==> src/rtl/bbcd_pkg.sv <==
// Shared definitions for the binary-to-BCD conversion controller.
//   state_t        : controller state encoding (binary)
//   N_SHIFT        : shifts per conversion (the external counter loads N_SHIFT-1)
//   MAX_ITER       : SHIFT cycles allowed before the watchdog flags an error
//   ITER_W         : width of the watchdog iteration counter
//   REQ_ALU/ENTRY  : requester indices on the REQ/GNT/ACK vectors
package bbcd_pkg;

  localparam int N_SHIFT   = 16;
  localparam int MAX_ITER  = 20;
  localparam int ITER_W    = $clog2(MAX_ITER + 1);
  localparam int REQ_ALU   = 0;
  localparam int REQ_ENTRY = 1;

  typedef enum logic [2:0] {
    ST_IDLE  = 3'd0,
    ST_LOAD  = 3'd1,
    ST_ADD   = 3'd2,
    ST_SHIFT = 3'd3,
    ST_DONE  = 3'd4
  } state_t;

endpackage

==> src/rtl/control_bbcd_arb_rr2.sv <==
// Combinational two-way round-robin arbiter.
//   req_i    : request vector, bit 0 = ALU, bit 1 = operand entry
//   rr_ptr_i : requester index that wins a tie
//   win_o    : one-hot winner, zero when nobody requests
module arb_rr2 (
  input  logic [1:0] req_i,
  input  logic       rr_ptr_i,
  output logic [1:0] win_o
);

  always_comb begin
    win_o = 2'b00;
    if (rr_ptr_i) begin
      if (req_i[1])      win_o = 2'b10;
      else if (req_i[0]) win_o = 2'b01;
    end else begin
      if (req_i[0])      win_o = 2'b01;
      else if (req_i[1]) win_o = 2'b10;
    end
  end

endmodule

==> src/rtl/control_bbcd.sv <==
// Sequencer and two-way arbiter for the shared double-dabble converter.
//   clk_i, rst_i : clock, asynchronous active-high reset
//   req_i        : level requests [0]=ALU, [1]=entry, held until matching ack
//   z_i          : registered zero flag from the external iteration counter
//   ld_o, dec_o  : counter load (to N_SHIFT-1) and decrement
//   load_sr_o, add3_o, shift_o : datapath strobes
//   sel_o, gnt_o : registered input-mux select and one-hot grant
//   ack_o        : one-cycle completion pulse to the granted requester
//   busy_o       : high outside IDLE
//   err_o        : sticky watchdog flag, cleared by the next load
//
// state    | meaning
// IDLE     | waiting for a request; arbitrates and latches the grant on exit
// LOAD     | counter load and shift-register load, watchdog cleared
// ADD      | add-3 correction on every BCD nibble >= 5
// SHIFT    | shift {BCD,BIN} and decrement the counter; exit on Z or watchdog
// DONE     | acknowledge the granted requester, flip round-robin pointer
module control_bbcd (
  input  logic       clk_i,
  input  logic       rst_i,
  input  logic [1:0] req_i,
  input  logic       z_i,
  output logic       ld_o,
  output logic       dec_o,
  output logic       load_sr_o,
  output logic       add3_o,
  output logic       shift_o,
  output logic       sel_o,
  output logic [1:0] gnt_o,
  output logic [1:0] ack_o,
  output logic       busy_o,
  output logic       err_o
);

  import bbcd_pkg::*;

  // The watchdog must allow at least a full conversion.
  if (MAX_ITER <= N_SHIFT) begin : g_bad_cfg
    $error("MAX_ITER must exceed N_SHIFT");
  end

  state_t            state_q, state_d;
  logic [ITER_W-1:0] iter_q, iter_d;
  logic [1:0]        gnt_q, gnt_d;
  logic              sel_q, sel_d;
  logic              err_q, err_d;
  logic              rr_ptr_q, rr_ptr_d;
  logic [1:0]        win;

  arb_rr2 u_arb (
    .req_i    (req_i),
    .rr_ptr_i (rr_ptr_q),
    .win_o    (win)
  );

  always_ff @(posedge clk_i or posedge rst_i) begin
    if (rst_i) begin
      state_q  <= ST_IDLE;
      iter_q   <= '0;
      gnt_q    <= 2'b00;
      sel_q    <= 1'b0;
      err_q    <= 1'b0;
      rr_ptr_q <= 1'b0;
    end else begin
      state_q  <= state_d;
      iter_q   <= iter_d;
      gnt_q    <= gnt_d;
      sel_q    <= sel_d;
      err_q    <= err_d;
      rr_ptr_q <= rr_ptr_d;
    end
  end

  always_comb begin
    state_d  = state_q;
    iter_d   = iter_q;
    gnt_d    = gnt_q;
    sel_d    = sel_q;
    err_d    = err_q;
    rr_ptr_d = rr_ptr_q;
    unique case (state_q)
      ST_IDLE: begin
        if (req_i != 2'b00) begin
          state_d = ST_LOAD;
          gnt_d   = win;
          sel_d   = win[REQ_ENTRY];
        end
      end
      ST_LOAD: begin
        err_d   = 1'b0;
        iter_d  = '0;
        state_d = ST_ADD;
      end
      ST_ADD: state_d = ST_SHIFT;
      ST_SHIFT: begin
        iter_d = iter_q + 1'b1;
        if (z_i) begin
          state_d = ST_DONE;
        end else if (iter_q == ITER_W'(MAX_ITER - 1)) begin
          state_d = ST_DONE;
          err_d   = 1'b1;
        end else begin
          state_d = ST_ADD;
        end
      end
      ST_DONE: begin
        rr_ptr_d = ~sel_q;
        gnt_d    = 2'b00;
        state_d  = ST_IDLE;
      end
      default: state_d = ST_IDLE;
    endcase
  end

  // Moore-decoded strobes
  assign ld_o      = (state_q == ST_LOAD);
  assign load_sr_o = (state_q == ST_LOAD);
  assign add3_o    = (state_q == ST_ADD);
  assign shift_o   = (state_q == ST_SHIFT);
  assign dec_o     = (state_q == ST_SHIFT);
  assign busy_o    = (state_q != ST_IDLE);
  assign ack_o     = (state_q == ST_DONE) ? (sel_q ? 2'b10 : 2'b01) : 2'b00;
  assign gnt_o     = gnt_q;
  assign sel_o     = sel_q;
  assign err_o     = err_q;

endmodule

==> config.mk <==
export PLATFORM = sky130hd
export DESIGN_NAME = control_bbcd
export DESIGN_NICKNAME = d
export VERILOG_FILES = /design/src/rtl/bbcd_pkg.sv /design/src/rtl/control_bbcd_arb_rr2.sv /design/src/rtl/control_bbcd.sv
export SDC_FILE = /design/constraint.sdc
export NUM_CORES = 1
export LEC_CHECK = 0
export BUFFER_PORTS_ARGS = -buffer_cell sky130_fd_sc_hd__buf_2
export CAP_MARGIN = 20
export CORE_MARGIN = 1
export CORE_UTILIZATION = 38
export DETAILED_ROUTE_END_ITERATION = 10
export SLEW_MARGIN = 10
export SYNTH_ARGS = -nofsm -noshare
export SYNTH_HDL_FRONTEND = slang
export SYNTH_SLANG_ARGS = --single-unit
==> constraint.sdc <==
create_clock -name clk_i -period 2.1 [get_ports clk_i]
set_clock_uncertainty 0.2 [all_clocks]
set_input_delay 0.525 -clock clk_i [delete_from_list [all_inputs] [get_ports clk_i]]
set_output_delay 0.525 -clock clk_i [all_outputs]
set_load 0.02 [all_outputs]
Yosys cells after proc, flatten, opt, wreduce, memory -nomap -nowiden:

Cells that the tools add are included.

* reductions and logical operators: 8
* add/sub/neg operators: 1
* bitwise gates (word level): 1
* equal/unequal tests: 8
* multiplexer cells: 17

Operators by type and width (count)
* 2-to-1 mux 2 bit: 7
* one-hot mux 3 bit (4 select lines): 1
* one-hot mux 5 bit (2 select lines): 1
* 2-to-1 mux 3 bit: 3
* equality test 3 x 2 -> 1 bit (second input constant): 2
* nonzero test 2 bit: 3
* adder 5 x 1 -> 5 bit (second input constant): 1
* equality test 5 bit (second input constant): 1
* != test 2 bit (second input constant): 2
* one-hot mux 2 bit (2 select lines): 1
* AND reduction 2 bit: 2
* equality test 3 x 1 -> 1 bit (second input constant): 1
* equality test 3 bit (second input constant): 1
* logical NOT 3 bit: 1
* 2-to-1 mux 1 bit: 3
* AND reduction 3 bit: 1
* nonzero test 3 bit: 1
* != test 2 x 1 -> 1 bit (second input constant): 1
* one-hot mux 1 bit (2 select lines): 1
* inverter 1 bit: 1

* input port bits: 5
* register bits after elaboration: 13
* word-level logic and storage cells: 41

Logic depth before layout (Yosys ltp):

* depth after elaboration: 5
* depth in mapped cells: 5

Modules after synthesis:

Synthesis repeated with hierarchy kept, for this count alone.

* cell total of the unflattened synthesis: 73
* area total of the unflattened synthesis: 695.7 sq um

By module, submodules not included
* control_bbcd: instances 1, area each 676.9 sq um, cells an instance 70, sequential area each 325.3 sq um
* arb_rr2: instances 1, area each 18.8 sq um, cells an instance 3, sequential area each 0.0 sq um

Worst setup path before layout:

No wires, ideal clock.

* path type: register -> output
* start point: reg state_q[0]
* end point: out ack_o[0]
* buffers on the path: 1
* cell stages (with the launch flop): 4
* data required time: 1.375 ns
* setup slack: 0.074 ns
* arrival: 1.301 ns
* cell sequence: dfrtp_1 > buf_6 > or3b_2 > nor2_1

* longest elaborated chain between the ends: 2

RTL lines
* start, declared: line control_bbcd.sv:42 `state_t state_q, state_d;`
* start signal, assigned: line control_bbcd.sv:65 `state_q <= state_d;`
* equality test 3 bit: line control_bbcd.sv:122 `assign ack_o = (state_q == ST_DONE) ? (sel_q ? 2'b10 : 2'b01) : 2'b00;`
* 2-to-1 mux 2 bit: line control_bbcd.sv:122
* end, declared: line control_bbcd.sv:30 `output logic [1:0] ack_o,`

Every way passes these cells.

Worst setup path after layout:

* start point: reg state_q[2]
* end point: out busy_o

* longest elaborated chain between the ends: 1

RTL lines
* nonzero test 3 bit: line control_bbcd.sv:121 `assign busy_o = (state_q != ST_IDLE);`
* end, declared: line control_bbcd.sv:31 `output logic busy_o,`

Every way passes these cells.

==> qor.txt <==
area taken by multi-input logic gates: 310.3 sq um
H-tree depth: 1
Die Y: 43.93 um
Final period util: 0.9752
DRT antenna net count: 0
worst min-delay path class: primary input to asynchronous set/reset pin
diode count: 0
count of pins over their slew limit: 0
most common cell after layout, fill and taps aside: buf_2
Reg clk slew, reported paths: 90 ps
Avg WL per Cell: 12.25 um
Worst-Margin Slew: 558.0 ps
main combinational cell family by area after synthesis: simple AND/OR/NAND/NOR gates
Die X: 43.93 um
cts hold-fix bufs: 0
fmax: 488.3 MHz
row count: 14
via count: 549
status: finished clean
Setup crit end kind: output pin
Final setup viols: 0
post-synth cell types: 29
RSZ-0062 raised after global routing: no
Worst EP required: 1370 ps
Static Leak: 0.4365 nW
Async S/R FF share, synth: 1.000
Max Fanout on Critical Path: 8
Total Power: 1.240 mW
TNS Setup: 0 ps
Synth Area in Adders: 0.01873
Die ar.: 0.001930 sq mm
synthesized net count: 75
yosys warns: 0
syn_area_per_cell: 9.683 sq um
highest ir drop seen on vdd: 762.6 uV
dominant cells by area after synthesis: dfrtp_1 (49%), nand2_1 (4.5%), nand2b_1 (3.7%)
Hold WS: 65.70 ps
Reg2Reg Depth: 4
Post-Syn Instances: 69
later-pin clock latency in the skew report: 280 ps
Hold Violations, Final: 0
largest area contributor in the netlist: dfrtp_1
compound-cell area share of the yosys netlist: 0.1217
DRC Markers: 0
Post-Synth Simple-Gate Area: 0.3052
Slew headroom: 0.6229
top_reg_cell synth: dfrtp_1
Placed Instances: 102
largest net degree at the start of global routing: 14
mux cell area share after synthesis: 0
Initial Utilization: 0.4238
share of cells above drive strength 1: 0.3333
min cycle time layout: 2048 ps
RePlAce Congestion: 0.7085
crit path DAT: 1320 ps
synthesized area: 668.1 sq um
most frequent cells in the layout: buf_2 (14), dfrtp_1 (13), nand2_1 (8)
crit start category: flip-flop
TritonCTS clock tree: built
buffer count from post-CTS setup fixing: 0
clock net sink count: 13
Post-Synth XOR/XNOR Area: 0
initial antenna violation count: 0
first-pass GRT wire length: 2.145 mm
Synth Register Bits: 13
Cell Pwr Density: 1486 mW/mm^2
Net count, final: 97
wirelength, routed: 1.298 mm
grt total ovfl: 0
drt pass-1 iters: 5
DR vias/cell: 5.179
crit path kind: flip-flop to output pin
Num CTS Buffers: 3
CTS max path bufs: 2
Port Buffers: 16
total track usage: 0.1615
Post-synth EDFFs: 0
register area share after synthesis: 0.4869
Layout area overhead: 24.91%
core region area: 0.001577 sq mm
placed wire-length estimate: 978.1 um
DR iter-0 viols: 8
I/O pin cnt: 17
root buffer cell: clkbuf_4
# fillers: 164
max_cap viols: 0
number of global-route vias before repair: 505
Synth top area share: 0.4869
storage element area: 325.3 sq um
final non-filler cell total: 106
## routing by layer
layer  track usage  vias up  wire length, um
met3       0.03750        2               28
met5             0        -                0
li1              -      279                -
met2        0.2269        6              576
met4        0.1091        0               20
met1        0.2202      262              671
## repair_timing
action	in CTS	in global routing
pin swaps	0	1
setup endpoints to repair	1	6
gates resized for setup	3	7
## path summary, 6_finish.rpt
| kind | start | endpoint | slack (ps) |
|---|---|---|---|
| setup / recovery | state_q[2] | busy_o | 50 |
| hold / removal | rst_i | iter_q[0] | 70 |
| setup reg to reg | state_q[2] | gnt_o[0] | 320 |
| hold reg to reg | rr_ptr_q | rr_ptr_q | 290 |
| max in group asynchronous | rst_i | state_q[1] | 1270 |
| min in group clk_i | rr_ptr_q | rr_ptr_q | 290 |
## registers in the layout (all words and copies together) (netlist names)
register,count
iter_q,5
state_q,3
gnt_o,2
err_o,1
rr_ptr_q,1
sel_o,1
## cells in the mapped netlist (2+ instances only)
library cell	number
nor3_1	3
dfrtp_1	13
nor2_1	6
buf_4	2
nand3_1	4
nand2b_1	4
nor2b_1	3
nand2_1	8
o21ai_0	3
inv_1	4
## through the flow
| stage | worst slack [ps] | area (sq um) | util |
|---|---|---|---|
| after floorplan | 73.98 | 668.1 | - |
| after global placement | 211.6 | 775.7 | 0.4921 |
| after detailed placement | 189.7 | 775.7 | 0.4921 |
| after CTS | 4.683 | 809.5 | 0.5135 |
| after global routing | 5.950 | 834.6 | 0.5294 |
| final | 52.12 | 834.6 | 0.5294 |
## logic make-up (layout without fill, tap and decap cells)
logic type | after synthesis | after routing
AND/OR/NAND/NOR | 36 | 36
adder cells (fa/ha/maj) | 1 | 1
buffers and inverters | 8 | 29
flip-flops | 13 | 13
AO/OA/AOI/OAI | 11 | 11
## layout make-up
cell class | count | area share
Clock buffer | 4 | 0.03148
Inverter | 4 | 0.01799
Multi-Input combinational cell | 48 | 0.3718
Sequential cell | 13 | 0.3898
Tap cell | 16 | 0.02399
Timing Repair Buffer | 21 | 0.1649
## where the power goes
part	internal (mW)	switching (mW)	leakage, nW
Sequential	0.348	0.0822	0.166
Combinational	0.294	0.360	0.255
Clock	0.0735	0.0830	0.0150
Total	0.715	0.525	0.436
## worst max-delay path, stage by stage, from the launching register on
cell and delay, ps:
dfrtp_1 390, buf_6 140, or3_4 390, buf_6 140
Note: power is estimated with default switching activity, not from simulation.
